===== src/rtl/n64_rx_decoder.sv =====
// N64 controller reply receiver: samples the one-wire line, decodes 32 data bits plus stop bit.
// Latency: data_valid one cycle after the stop bit's synchronized rising edge; no backpressure, rx_en ignored while busy.
module n64_rx_decoder #(
  parameter int SAMPLE_CYCLES  = 200,
  parameter int TIMEOUT_CYCLES = 1000,
  parameter int NUM_BITS       = 32
) (
  input  logic        PCLK,
  input  logic        PRESERN,
  input  logic        pin_in,
  input  logic        rx_en,
  output logic [31:0] data_word,
  output logic        data_valid,
  output logic        rx_busy,
  output logic        rx_error,
  output logic [5:0]  bit_count
);

  localparam int TW = $clog2(TIMEOUT_CYCLES + 1);
  localparam int SW = $clog2(SAMPLE_CYCLES + 1);
  localparam logic [TW-1:0] T_LAST = TW'(TIMEOUT_CYCLES - 1);
  localparam logic [TW-1:0] T_ONE  = TW'(1);
  localparam logic [SW-1:0] S_LAST = SW'(SAMPLE_CYCLES - 1);
  localparam logic [SW-1:0] S_ONE  = SW'(1);
  localparam logic [5:0]    N_BITS = 6'(NUM_BITS);

  typedef enum logic [2:0] {IDLE, WAIT_FALL, SAMPLE, WAIT_RISE, DONE} state_t;

  state_t         state;
  logic           sync_meta, sync_cur, sync_prev;
  logic           fall;
  logic           stop_seen;
  logic [31:0]    shreg;
  logic [TW-1:0]  tcnt;
  logic [SW-1:0]  scnt;

  // Flops reset high so an idle line never looks like a falling edge.
  always_ff @(posedge PCLK) begin
    if (PRESERN) begin
      sync_meta <= 1'b1;
      sync_cur  <= 1'b1;
      sync_prev <= 1'b1;
    end else begin
      sync_meta <= pin_in;
      sync_cur  <= sync_meta;
      sync_prev <= sync_cur;
    end
  end

  assign fall = sync_prev & ~sync_cur;

  always_ff @(posedge PCLK) begin
    if (PRESERN) begin
      state      <= IDLE;
      data_word  <= 32'd0;
      data_valid <= 1'b0;
      rx_busy    <= 1'b0;
      rx_error   <= 1'b0;
      bit_count  <= 6'd0;
      stop_seen  <= 1'b0;
      shreg      <= 32'd0;
      tcnt       <= '0;
      scnt       <= '0;
    end else begin
      data_valid <= 1'b0;
      case (state)
        IDLE: begin
          if (rx_en) begin
            rx_error  <= 1'b0;
            bit_count <= 6'd0;
            shreg     <= 32'd0;
            stop_seen <= 1'b0;
            rx_busy   <= 1'b1;
            tcnt      <= '0;
            state     <= WAIT_FALL;
          end
        end
        WAIT_FALL: begin
          if (fall) begin
            scnt  <= '0;
            tcnt  <= '0;
            state <= SAMPLE;
          end else if (tcnt == T_LAST) begin
            rx_error <= 1'b1;
            rx_busy  <= 1'b0;
            state    <= IDLE;
          end else begin
            tcnt <= tcnt + T_ONE;
          end
        end
        SAMPLE: begin
          // Level sample: glitches or early rising edges before this point are irrelevant.
          if (scnt == S_LAST) begin
            if (bit_count < N_BITS) begin
              shreg     <= {shreg[30:0], sync_cur};
              bit_count <= bit_count + 6'd1;
            end else begin
              stop_seen <= 1'b1;
            end
            tcnt  <= '0;
            state <= WAIT_RISE;
          end else begin
            scnt <= scnt + S_ONE;
          end
        end
        WAIT_RISE: begin
          if (sync_cur) begin
            tcnt <= '0;
            if (stop_seen) begin
              data_word  <= shreg;
              data_valid <= 1'b1;
              rx_busy    <= 1'b0;
              state      <= DONE;
            end else begin
              state <= WAIT_FALL;
            end
          end else if (tcnt == T_LAST) begin
            rx_error <= 1'b1;
            rx_busy  <= 1'b0;
            state    <= IDLE;
          end else begin
            tcnt <= tcnt + T_ONE;
          end
        end
        // One-cycle holdoff so an rx_en coinciding with the valid pulse is dropped.
        DONE:    state <= IDLE;
        default: state <= IDLE;
      endcase
    end
  end

endmodule


===== config.mk =====
export PLATFORM = sky130hd
export DESIGN_NAME = n64_rx_decoder
export DESIGN_NICKNAME = d
export VERILOG_FILES = /design/src/rtl/n64_rx_decoder.sv
export SDC_FILE = /design/constraint.sdc
export NUM_CORES = 1
export LEC_CHECK = 0
export BUFFER_PORTS_ARGS = -buffer_cell sky130_fd_sc_hd__buf_2
export CORE_UTILIZATION = 55
export CTS_BUF_LIST = sky130_fd_sc_hd__clkbuf_8
export DETAILED_ROUTE_END_ITERATION = 10
export GPL_TIMING_DRIVEN = 0
export MAX_ROUTING_LAYER = met4
export PLACE_DENSITY = 0.78
export SYNTH_ARGS = -nofsm -noshare
export SYNTH_HDL_FRONTEND = slang
export SYNTH_SLANG_ARGS = --single-unit

===== constraint.sdc =====
create_clock -name PCLK -period 1.95 [get_ports PCLK]
set_input_delay 0.4875 -clock PCLK [delete_from_list [all_inputs] [get_ports PCLK]]
set_output_delay 0.4875 -clock PCLK [all_outputs]
set_load 0.03 [all_outputs]

==> results.txt <==
Row cnt = 31
Clock slew at reported path FFs = 0.10 ns
Die area = 7850 sq um
Drt drc = 0
Total CTS buffers = 9
Crit path max-delay family = simple AND/OR/NAND/NOR gates
CP Capture Type = flop
Max-Cap Viols = 0
Critical-path top delay cell = or4b_4
Post-route ant nets = 0
Largest net degree at the start of global routing = 17
Post-DP HPWL = 6.37 mm
# diodes = 0
Synth cell types = 52
First-pass GRT wire length = 15.4 mm
Clk buf depth = 2
CP bufs+invs = 0
Non-Filler Instances = 658
# setup viols final = 37
Syn Nets = 499
Clk sinks = 98
Critical Path Source Type = flop
Final Hold Fails = 0
Post-synth ARST share = 0%
Initial Util = 56.9%
Top_reg_cell synth = dfxtp_1
Setup TNS Final = -1.52 ns
Register Area = 1970 sq um
Worst-path fanout max = 5
Root Driver = clkbuf_8
Initial antenna violation count = 0
Post-DR vias/cell = 5.73
Seq/Total Area, Yosys = 47.6%
Worst Tran Pin Value = 0.692 ns
Placed Instances = 634
Area Growth Syn to Fin = 19.3%
Chip height = 88.6 um
Worst Path Required = 2.23 ns
Top achievable clock speed = 492 MHz
Io pins = 45
Final worst-path cycle share = 104%
I/O Buffers = 43
1st-pass router iterations = 5
Layout Skew = 0.0124 ns
Vias = 3771
Static Leakage = 1.79 nW
CTS tree = done
CP Class = flop to flop
Post-synth EDFFs = 0
RSZ-0062 raised after global routing = yes
Headroom to the max-slew limit = 53.4%
Min Tclk post-route = 2.03 ns
Net count, final = 561
Clk_lat worst skew = 0.37 ns
Tot GR Track Use = 26.3%
Hold buffer count at CTS = 0
1st-iter DRT viols = 183
DRT Wirelength = 9.81 mm
Slowest stage delay, CP = 0.57 ns
Routed length per instance = 14.9 um
Setup WS post-layout = -0.0814 ns
Overall power = 3.62 mW
Hold Path Class = input port to flop
Fillers = 640
Final core occ = 67.8%
Gr ovfl total = 0
Pre-CTS setup slack = -0.297 ns
P per Cell Area = 736 nW/um^2
Die X = 88.6 um
Post-Synthesis Cells = 492
GP Congestion = 0.862
Share of layout cells above drive strength 1 = 24.3%
Syn_area_per_cell = 8.38 sq um
H-Tree Depth = 3
Number of global-route vias before repair = 3329
Synthesized area = 4120 sq um
Multi-input gate area = 2020 sq um
Worst vdd ir = 0.496 mV
Fin. max-slew vios = 0
Status = finished, violations left
Yosys warns = 0
Placeable Area = 7250 sq um
Cells along the critical path = or4b_4, o311a_4, or3b_4, a221oi_2
Crit path arrival time = 2.31 ns
Violated checks = setup timing
Count of state elements after synthesis = 98
==> synthesized netlist by cell type, types with 3 or more instances <==
cell type  instances  area, sq um
a2111o_1           3         33.8
a2111oi_0          3         26.3
a211oi_1           4         30.0
a21oi_1           73          365
a311oi_1           5         43.8
a31oi_1            4         25.0
and3_1             7         43.8
buf_2              4         20.0
buf_6              6         67.6
clkbuf_1          23         86.3
clkbuf_8           5         68.8
dfxtp_1           98         1960
ha_1               3         37.5
inv_1              6         22.5
mux2i_1            3         30.0
nand2_1          112          420
nand2b_1           5         31.3
nand3_1           49          245
nor2_1            10         37.5
nor2b_1            3         18.8
nor3_1             8         40.0
nor4_1             5         31.3
o21ai_0           14         70.1
or2_2              4         25.0
==> registers in the layout (all words and copies together), names as in the netlist <==
name,count
rx_busy,1
sync_meta,1
bit_count,6
rx_error,1
sync_prev,1
tcnt,10
shreg,32
state,3
stop_seen,1
data_valid,1
data_word,32
scnt,8
sync_cur,1
==> placed cells by master (no fill, tap or decap), types with 2 or more instances in the layout <==
master,synthesis,routed
nor2_1,10,10
a21oi_2,0,5
buf_2,4,47
a311oi_1,5,5
clkbuf_1,23,13
o21ai_0,14,14
a2111o_1,3,3
clkbuf_8,5,18
inv_1,6,7
mux2i_1,3,3
nor3_1,8,7
nand4_1,2,2
ha_1,3,3
nor4_1,5,2
a2111oi_1,0,2
nor2b_1,3,2
and3_1,7,7
nand3_2,0,10
buf_6,6,7
or2_2,4,4
a211oi_1,4,4
nand3_1,49,39
clkbuf_2,0,4
nand2_1,112,112
a41oi_1,2,2
buf_4,0,8
or3b_2,2,2
nor4_2,0,3
a21oi_1,73,68
dfxtp_1,98,94
a31oi_1,4,4
o2111ai_1,2,2
nand2b_1,5,5
a31o_2,2,2
dfxtp_2,0,3
inv_6,0,2
or3b_4,0,2
==> per-stage QoR <==
stage               hold WS (ns)  instance area, sq um
floorplan                  0.389                  4120
global placement           0.391                  4460
detailed placement         0.395                  4460
CTS                        0.300                  4860
global route               0.292                  4920
finish                     0.310                  4920
==> what timing repair did <==
item / CTS / global route
pin swaps: 22 / 6
cloned: 4 / 0
buffers inserted: 5 / 2
resized for setup: 35 / 23
endpoints found under the setup margin: 52 / 72
==> path summary, 6_finish.rpt <==
path	slack [ns]	end	depth (start not counted)	from
max	-0.08	tcnt[2]$_SDFFE_PP0P_	4	scnt[5]$_SDFFE_PP0P_
min	0.31	sync_meta$_SDFF_PP1_	2	pin_in
max reg2reg	-0.08	tcnt[2]$_SDFFE_PP0P_	4	scnt[5]$_SDFFE_PP0P_
min reg2reg	0.42	sync_cur$_SDFF_PP1_	1	sync_meta$_SDFF_PP1_
==> per-layer routing <==
| metal | GRT usage (%) | vias to the layer above | share of wire (%) |
|---|---|---|---|
| li1 | - | 1856 | - |
| met1 | 31.3 | 1788 | 43 |
| met2 | 43.8 | 115 | 50 |
| met3 | 6.34 | 12 | 5.0 |
| met4 | 8.06 | 0 | 1.5 |
| met5 | - | - | 0 |
==> kinds of logic (layout without fill, tap and decap cells) <==
kind of cell / Yosys count / in the layout / synth area share (%)
simple gates: 219 / 219 / 25.0
compound gates: 122 / 122 / 18.8
flops: 98 / 98 / 47.6
buf+inv: 45 / 112 / 6.52
fa+ha+maj: 3 / 3 / 0.910
mux: 3 / 3 / 0.728
xor+xnor: 2 / 2 / 0.425
==> power breakdown <==
part,switching (mW),total [mW],internal (mW)
logic,0.155,0.253,0.0976
clock network,0.719,1.35,0.634
registers,0.00793,2.02,2.01
==> cell type report <==
type	count	share of cell area [%]
plain buffers	35	5.34
clock buffers	10	2.80
well taps	99	2.52
multi-input cells	349	41.0
repair buffers	54	6.46
inverters	7	0.534
flip-flops and latches	98	40.0
clock inverters	6	1.32
Note: power is estimated with default switching activity, not from simulation.
